--- src/rtl/serial_subtractor.sv ---
// Bit-serial subtractor: Diff = A - B - Bin, LSB first, one bit per clock, with a start/busy/done handshake.
// Optional SUB_OVERFLOW_EN adds output V (signed overflow), registered with Diff/Bout.
module serial_subtractor #(
  parameter int unsigned WIDTH = 4
) (
  input  logic             clk,
  input  logic             rst_n,
  input  logic             start,
  input  logic [WIDTH-1:0] A,
  input  logic [WIDTH-1:0] B,
  input  logic             Bin,
  output logic             busy,
  output logic             done,
  output logic [WIDTH-1:0] Diff,
  output logic             Bout
`ifdef SUB_OVERFLOW_EN
  ,
  output logic             V
`endif
);

  localparam int unsigned CW = (WIDTH > 1) ? $clog2(WIDTH) : 1;
  localparam logic [CW-1:0] LAST = CW'(WIDTH - 1);

  typedef enum logic [1:0] {S_IDLE, S_SHIFT, S_DONE} state_t;

  state_t           r_state;
  logic [WIDTH-1:0] r_a;
  logic [WIDTH-1:0] r_b;
  logic [WIDTH-1:0] r_acc;
  logic             r_br;
  logic [CW-1:0]    r_cnt;
`ifdef SUB_OVERFLOW_EN
  logic             r_a_msb;
  logic             r_b_msb;
`endif

  logic             w_a;
  logic             w_b;
  logic             w_d;
  logic             w_br_next;
  logic [WIDTH-1:0] w_acc_next;

  assign w_a        = r_a[0];
  assign w_b        = r_b[0];
  assign w_d        = w_a ^ w_b ^ r_br;
  assign w_br_next  = (~w_a & w_b) | (~(w_a ^ w_b) & r_br);
  assign w_acc_next = {w_d, r_acc[WIDTH-1:1]};

  always_ff @(posedge clk or negedge rst_n) begin
    if (!rst_n) begin
      r_state <= S_IDLE;
      r_a     <= '0;
      r_b     <= '0;
      r_acc   <= '0;
      r_br    <= 1'b0;
      r_cnt   <= '0;
      busy    <= 1'b0;
      done    <= 1'b0;
      Diff    <= '0;
      Bout    <= 1'b0;
`ifdef SUB_OVERFLOW_EN
      r_a_msb <= 1'b0;
      r_b_msb <= 1'b0;
      V       <= 1'b0;
`endif
    end else begin
      done <= 1'b0;
      case (r_state)
        // DONE accepts a new start exactly like IDLE, giving WIDTH+1 cycle throughput.
        S_IDLE, S_DONE: begin
          if (start) begin
            r_a     <= A;
            r_b     <= B;
            r_br    <= Bin;
            r_acc   <= '0;
            r_cnt   <= '0;
            busy    <= 1'b1;
            r_state <= S_SHIFT;
`ifdef SUB_OVERFLOW_EN
            r_a_msb <= A[WIDTH-1];
            r_b_msb <= B[WIDTH-1];
`endif
          end else begin
            busy    <= 1'b0;
            r_state <= S_IDLE;
          end
        end
        S_SHIFT: begin
          r_acc <= w_acc_next;
          r_a   <= r_a >> 1;
          r_b   <= r_b >> 1;
          r_br  <= w_br_next;
          r_cnt <= r_cnt + CW'(1);
          if (r_cnt == LAST) begin
            Diff    <= w_acc_next;
            Bout    <= w_br_next;
            busy    <= 1'b0;
            done    <= 1'b1;
            r_state <= S_DONE;
`ifdef SUB_OVERFLOW_EN
            V       <= (r_a_msb != r_b_msb) & (w_d != r_a_msb);
`endif
          end
        end
        default: begin
          busy    <= 1'b0;
          r_state <= S_IDLE;
        end
      endcase
    end
  end

endmodule

--- config.mk ---
export PLATFORM = sky130hd
export DESIGN_NAME = serial_subtractor
export DESIGN_NICKNAME = d
export VERILOG_FILES = /design/src/rtl/serial_subtractor.sv
export SDC_FILE = /design/constraint.sdc
export NUM_CORES = 1
export LEC_CHECK = 0
export ABC_CLOCK_PERIOD_IN_PS = 2000
export CORE_ASPECT_RATIO = 1.25
export CORE_MARGIN = 2
export CORE_UTILIZATION = 51
export DETAILED_ROUTE_END_ITERATION = 16
export PLACE_DENSITY = 0.77
export SYNTH_ARGS = -nofsm -noshare
export SYNTH_HDL_FRONTEND = slang
export SYNTH_SLANG_ARGS = --single-unit
--- constraint.sdc ---
create_clock -name clk -period 2 [get_ports clk]
set_input_delay 0.4 -clock clk [delete_from_list [all_inputs] [get_ports clk]]
set_output_delay 0.4 -clock clk [all_outputs]
set_load 0.02 [all_outputs]
==> flow_summary.toml <==
[setup_path]
cp-startpoint = "Bout"
worstSetupEndpoint = "Bout"
worst_path_max_delay_cell = "clkdlybuf4s50_1"
cpPeakStageDelay_ns = 0.60
cp_cell_sequence = "clkdlybuf4s50_1"
rrSetupSlack_ns = 0.50
required_ns = 1.60
path_class = "register to primary output"
crit_path_max_fanout = 2
cp-start-kind = "register"
r2r-end = "r_acc[3]"
critPathCaptureType = "primary output"
cp_data_arrival_time_ns = 1.26
critPathBufInv = 1
crit_cells = 1
crit_family = "buffers and inverters"
r2r_start = "r_a[0]"
reg2regPathDepth = 3

[place]
io_buffer_count = 18
globalplace.congestion = 0.6887
placed_area_um2 = 1325
hpwl_um = 1284

[timing]
post-route-period-util_pct = 83.10
finClkSkew_ns = 0.005666
slew_headroom_pct = 57.13
whs_ns = 0.4415
rsz0062_at_grt = "false"
finalSetupTns_ns = 0
min_period_ns = 1.662
worstMarginPinSlew_ns = 0.6431
fmax_mhz = 601.7
report.final.slew_viol_count = 0
setup-violations-final = 0
hold_viol = 0

[synth]
ys_seq_elements = 23
synth_cells = 92
yosys.area.top_type = "dfrtp_1"
synthesis.nets = 106
synthTopCellsByArea = "dfrtp_1 (51%), mux2_2 (7.0%), mux2i_1 (6.2%)"
synth_warnings = 0
synth_area_per_cell_um2 = 12.32
yosysSeqAreaShare_pct = 50.77
yosysUniqueCellTypes = 24
synth_edf_count = 0
synth_async_sr_flop_share_pct = 100.0
ys_dominant_reg_cell = "dfrtp_1"
synth_top_cell_area_share_pct = 50.77
netlist_area_um2 = 1134

[layout]
multi_input_area_um2 = 485.5
design_area_um2 = 1353
drive_above_1_share_pct = 18.75
ff_latch_area_um2 = 575.6
antenna_cells = 0
final_common_cell = "dfrtp_1"
mostFrequentLayoutCells = "dfrtp_1 (23), clkdlybuf4s50_1 (18)"
fillers = 172
synthToLayoutAreaGrowth_pct = 19.32
finish.net_count = 127

[power_and_ir_drop]
p_sw_uw = 698.9
p_sw_share_pct = 35.48
comb_power_share_pct = 45.5
p_leak_uw = 0.0006112
p_per_area_nw_per_um2 = 1457
seq_power_share_pct = 44.1
peakVddDrop_mv = 0.7966
internal_power_uw = 1271
power_uw = 1970
pwr-share-clk_pct = 10.4

[route]
wl_met3_um = 54
wl_met2_um = 905
routed_wl_um = 1747
m1WireLength_um = 787
drtIter0Drc = 9
vias = 729
drc = 0
first_pass_iters = 3
via_per_inst = 5.098
ant_nets = 0
wl_per_cell_um = 12.22
top_layer_used = "met3"

[job]
maxCapViolCount = 0

[floorplanning]
io_pins = 19
fp.dieH_um = 56.71
core_um2 = 2163
dieArea_um2 = 2618
initial_utilization_pct = 52.40
die-width_um = 46.17
rows = 19

[clock_tree]
hold_buffers = 0
clock_sinks = 23
clock_latency_ns = 0.30
htree_num_levels = 1
cts_resized = 0
cts_made_buffers = 3
clockBufferDepth = 2
clockRootBuffer = "clkbuf_4"
cts_tree = "built"
post_cts_buffers = 0
clk_pin_slew_worst_paths_ns = 0.12

[grt]
grt_usage_pct = 15.62
grt_max_degree = 24
grt_pass1_wl_um = 3036
antenna_found_initial = 0
grt-ovfl-total = 0
grt_pass1_vias = 680

[hold_path]
hold_path_class = "input pin to asynchronous set/reset pin"

[status]
status = "finished, final reports clean"
[cells in the mapped netlist, types with 2 or more instances]
| master | count |
|---|---|
| dfrtp_1 | 23 |
| a211oi_1 | 7 |
| a21oi_1 | 7 |
| mux2_2 | 7 |
| mux2i_1 | 7 |
| nor2b_1 | 7 |
| a22o_1 | 5 |
| inv_1 | 4 |
| buf_2 | 3 |
| nand2_1 | 3 |
| o21ai_0 | 3 |
| buf_6 | 2 |
| mux2_4 | 2 |
| nor2_1 | 2 |
[registers in the layout, summed over array words and instances, names as in the netlist]
register and cells:
r_state 2, done 1, Diff 4, r_cnt 2, r_br 1, Bout 1, r_b 4, busy 1
r_a 4, r_acc 3
[stage by stage]
step | setup slack (ns) | cells | utilization (%)
final | 0.3381 | 143 | 62.52
after global routing | 0.2691 | 143 | 62.52
after floorplan | 0.5804 | 92 | -
after global placement | 0.2434 | 139 | 61.25
after detailed placement | 0.1696 | 139 | 61.25
after CTS | 0.3152 | 143 | 62.52
[worst min-delay path by stage]
stage,start,slack [ns],endpoint
2_1_floorplan,rst_n,0.10,Bout
3_3_place_gp,busy,0.46,busy
3_5_place_dp,busy,0.47,busy
4_1_cts,rst_n,0.44,Diff[2]
5_1_grt,rst_n,0.44,Diff[2]
6_report,rst_n,0.44,Diff[2]
[kinds of logic (layout without fill, tap and decap cells)]
kind of cell	after synthesis	after routing	share of synthesized area [%]
DFF	23	23	50.77
buffers and inverters	10	30	6.401
AOI/OAI and AO/OA	23	23	13.58
adders and majority gates	2	2	2.870
xor gates and xnor gates	1	1	0.7728
muxes	16	16	15.78
and+or+nand+nor	17	17	9.824
[worst register-to-register path: stages (launching register included)]
cell and delay [ns]:
dfrtp_1 0.44, fa_1 0.51, mux2_4 0.28, a22o_1 0.18
[layer usage]
layer	vias to the layer above	global-route usage, %
li1	365	-
met1	350	22.25
met2	14	24.21
met3	0	2.894
met4	0	3.673
met5	-	0
[power by group through the flow]
stage / combinational, µW / clock (µW) / sequential, µW
floorplan: 686 / 0 / 853
global placement: 881 / 0 / 869
detailed placement: 906 / 0 / 882
CTS: 908 / 214 / 873
global route: 1010 / 243 / 900
finish: 896 / 204 / 870
[final cells by class]
cell class / count / area share (%)
Inverter: 4 / 1.110
Sequential cell: 23 / 42.55
Clock inverter: 1 / 0.3700
Clock buffer: 3 / 1.665
Timing Repair Buffer: 22 / 15.54
Tap cell: 31 / 2.868
Multi-Input combinational cell: 59 / 35.89
Power figures use the tool's default switching activity.
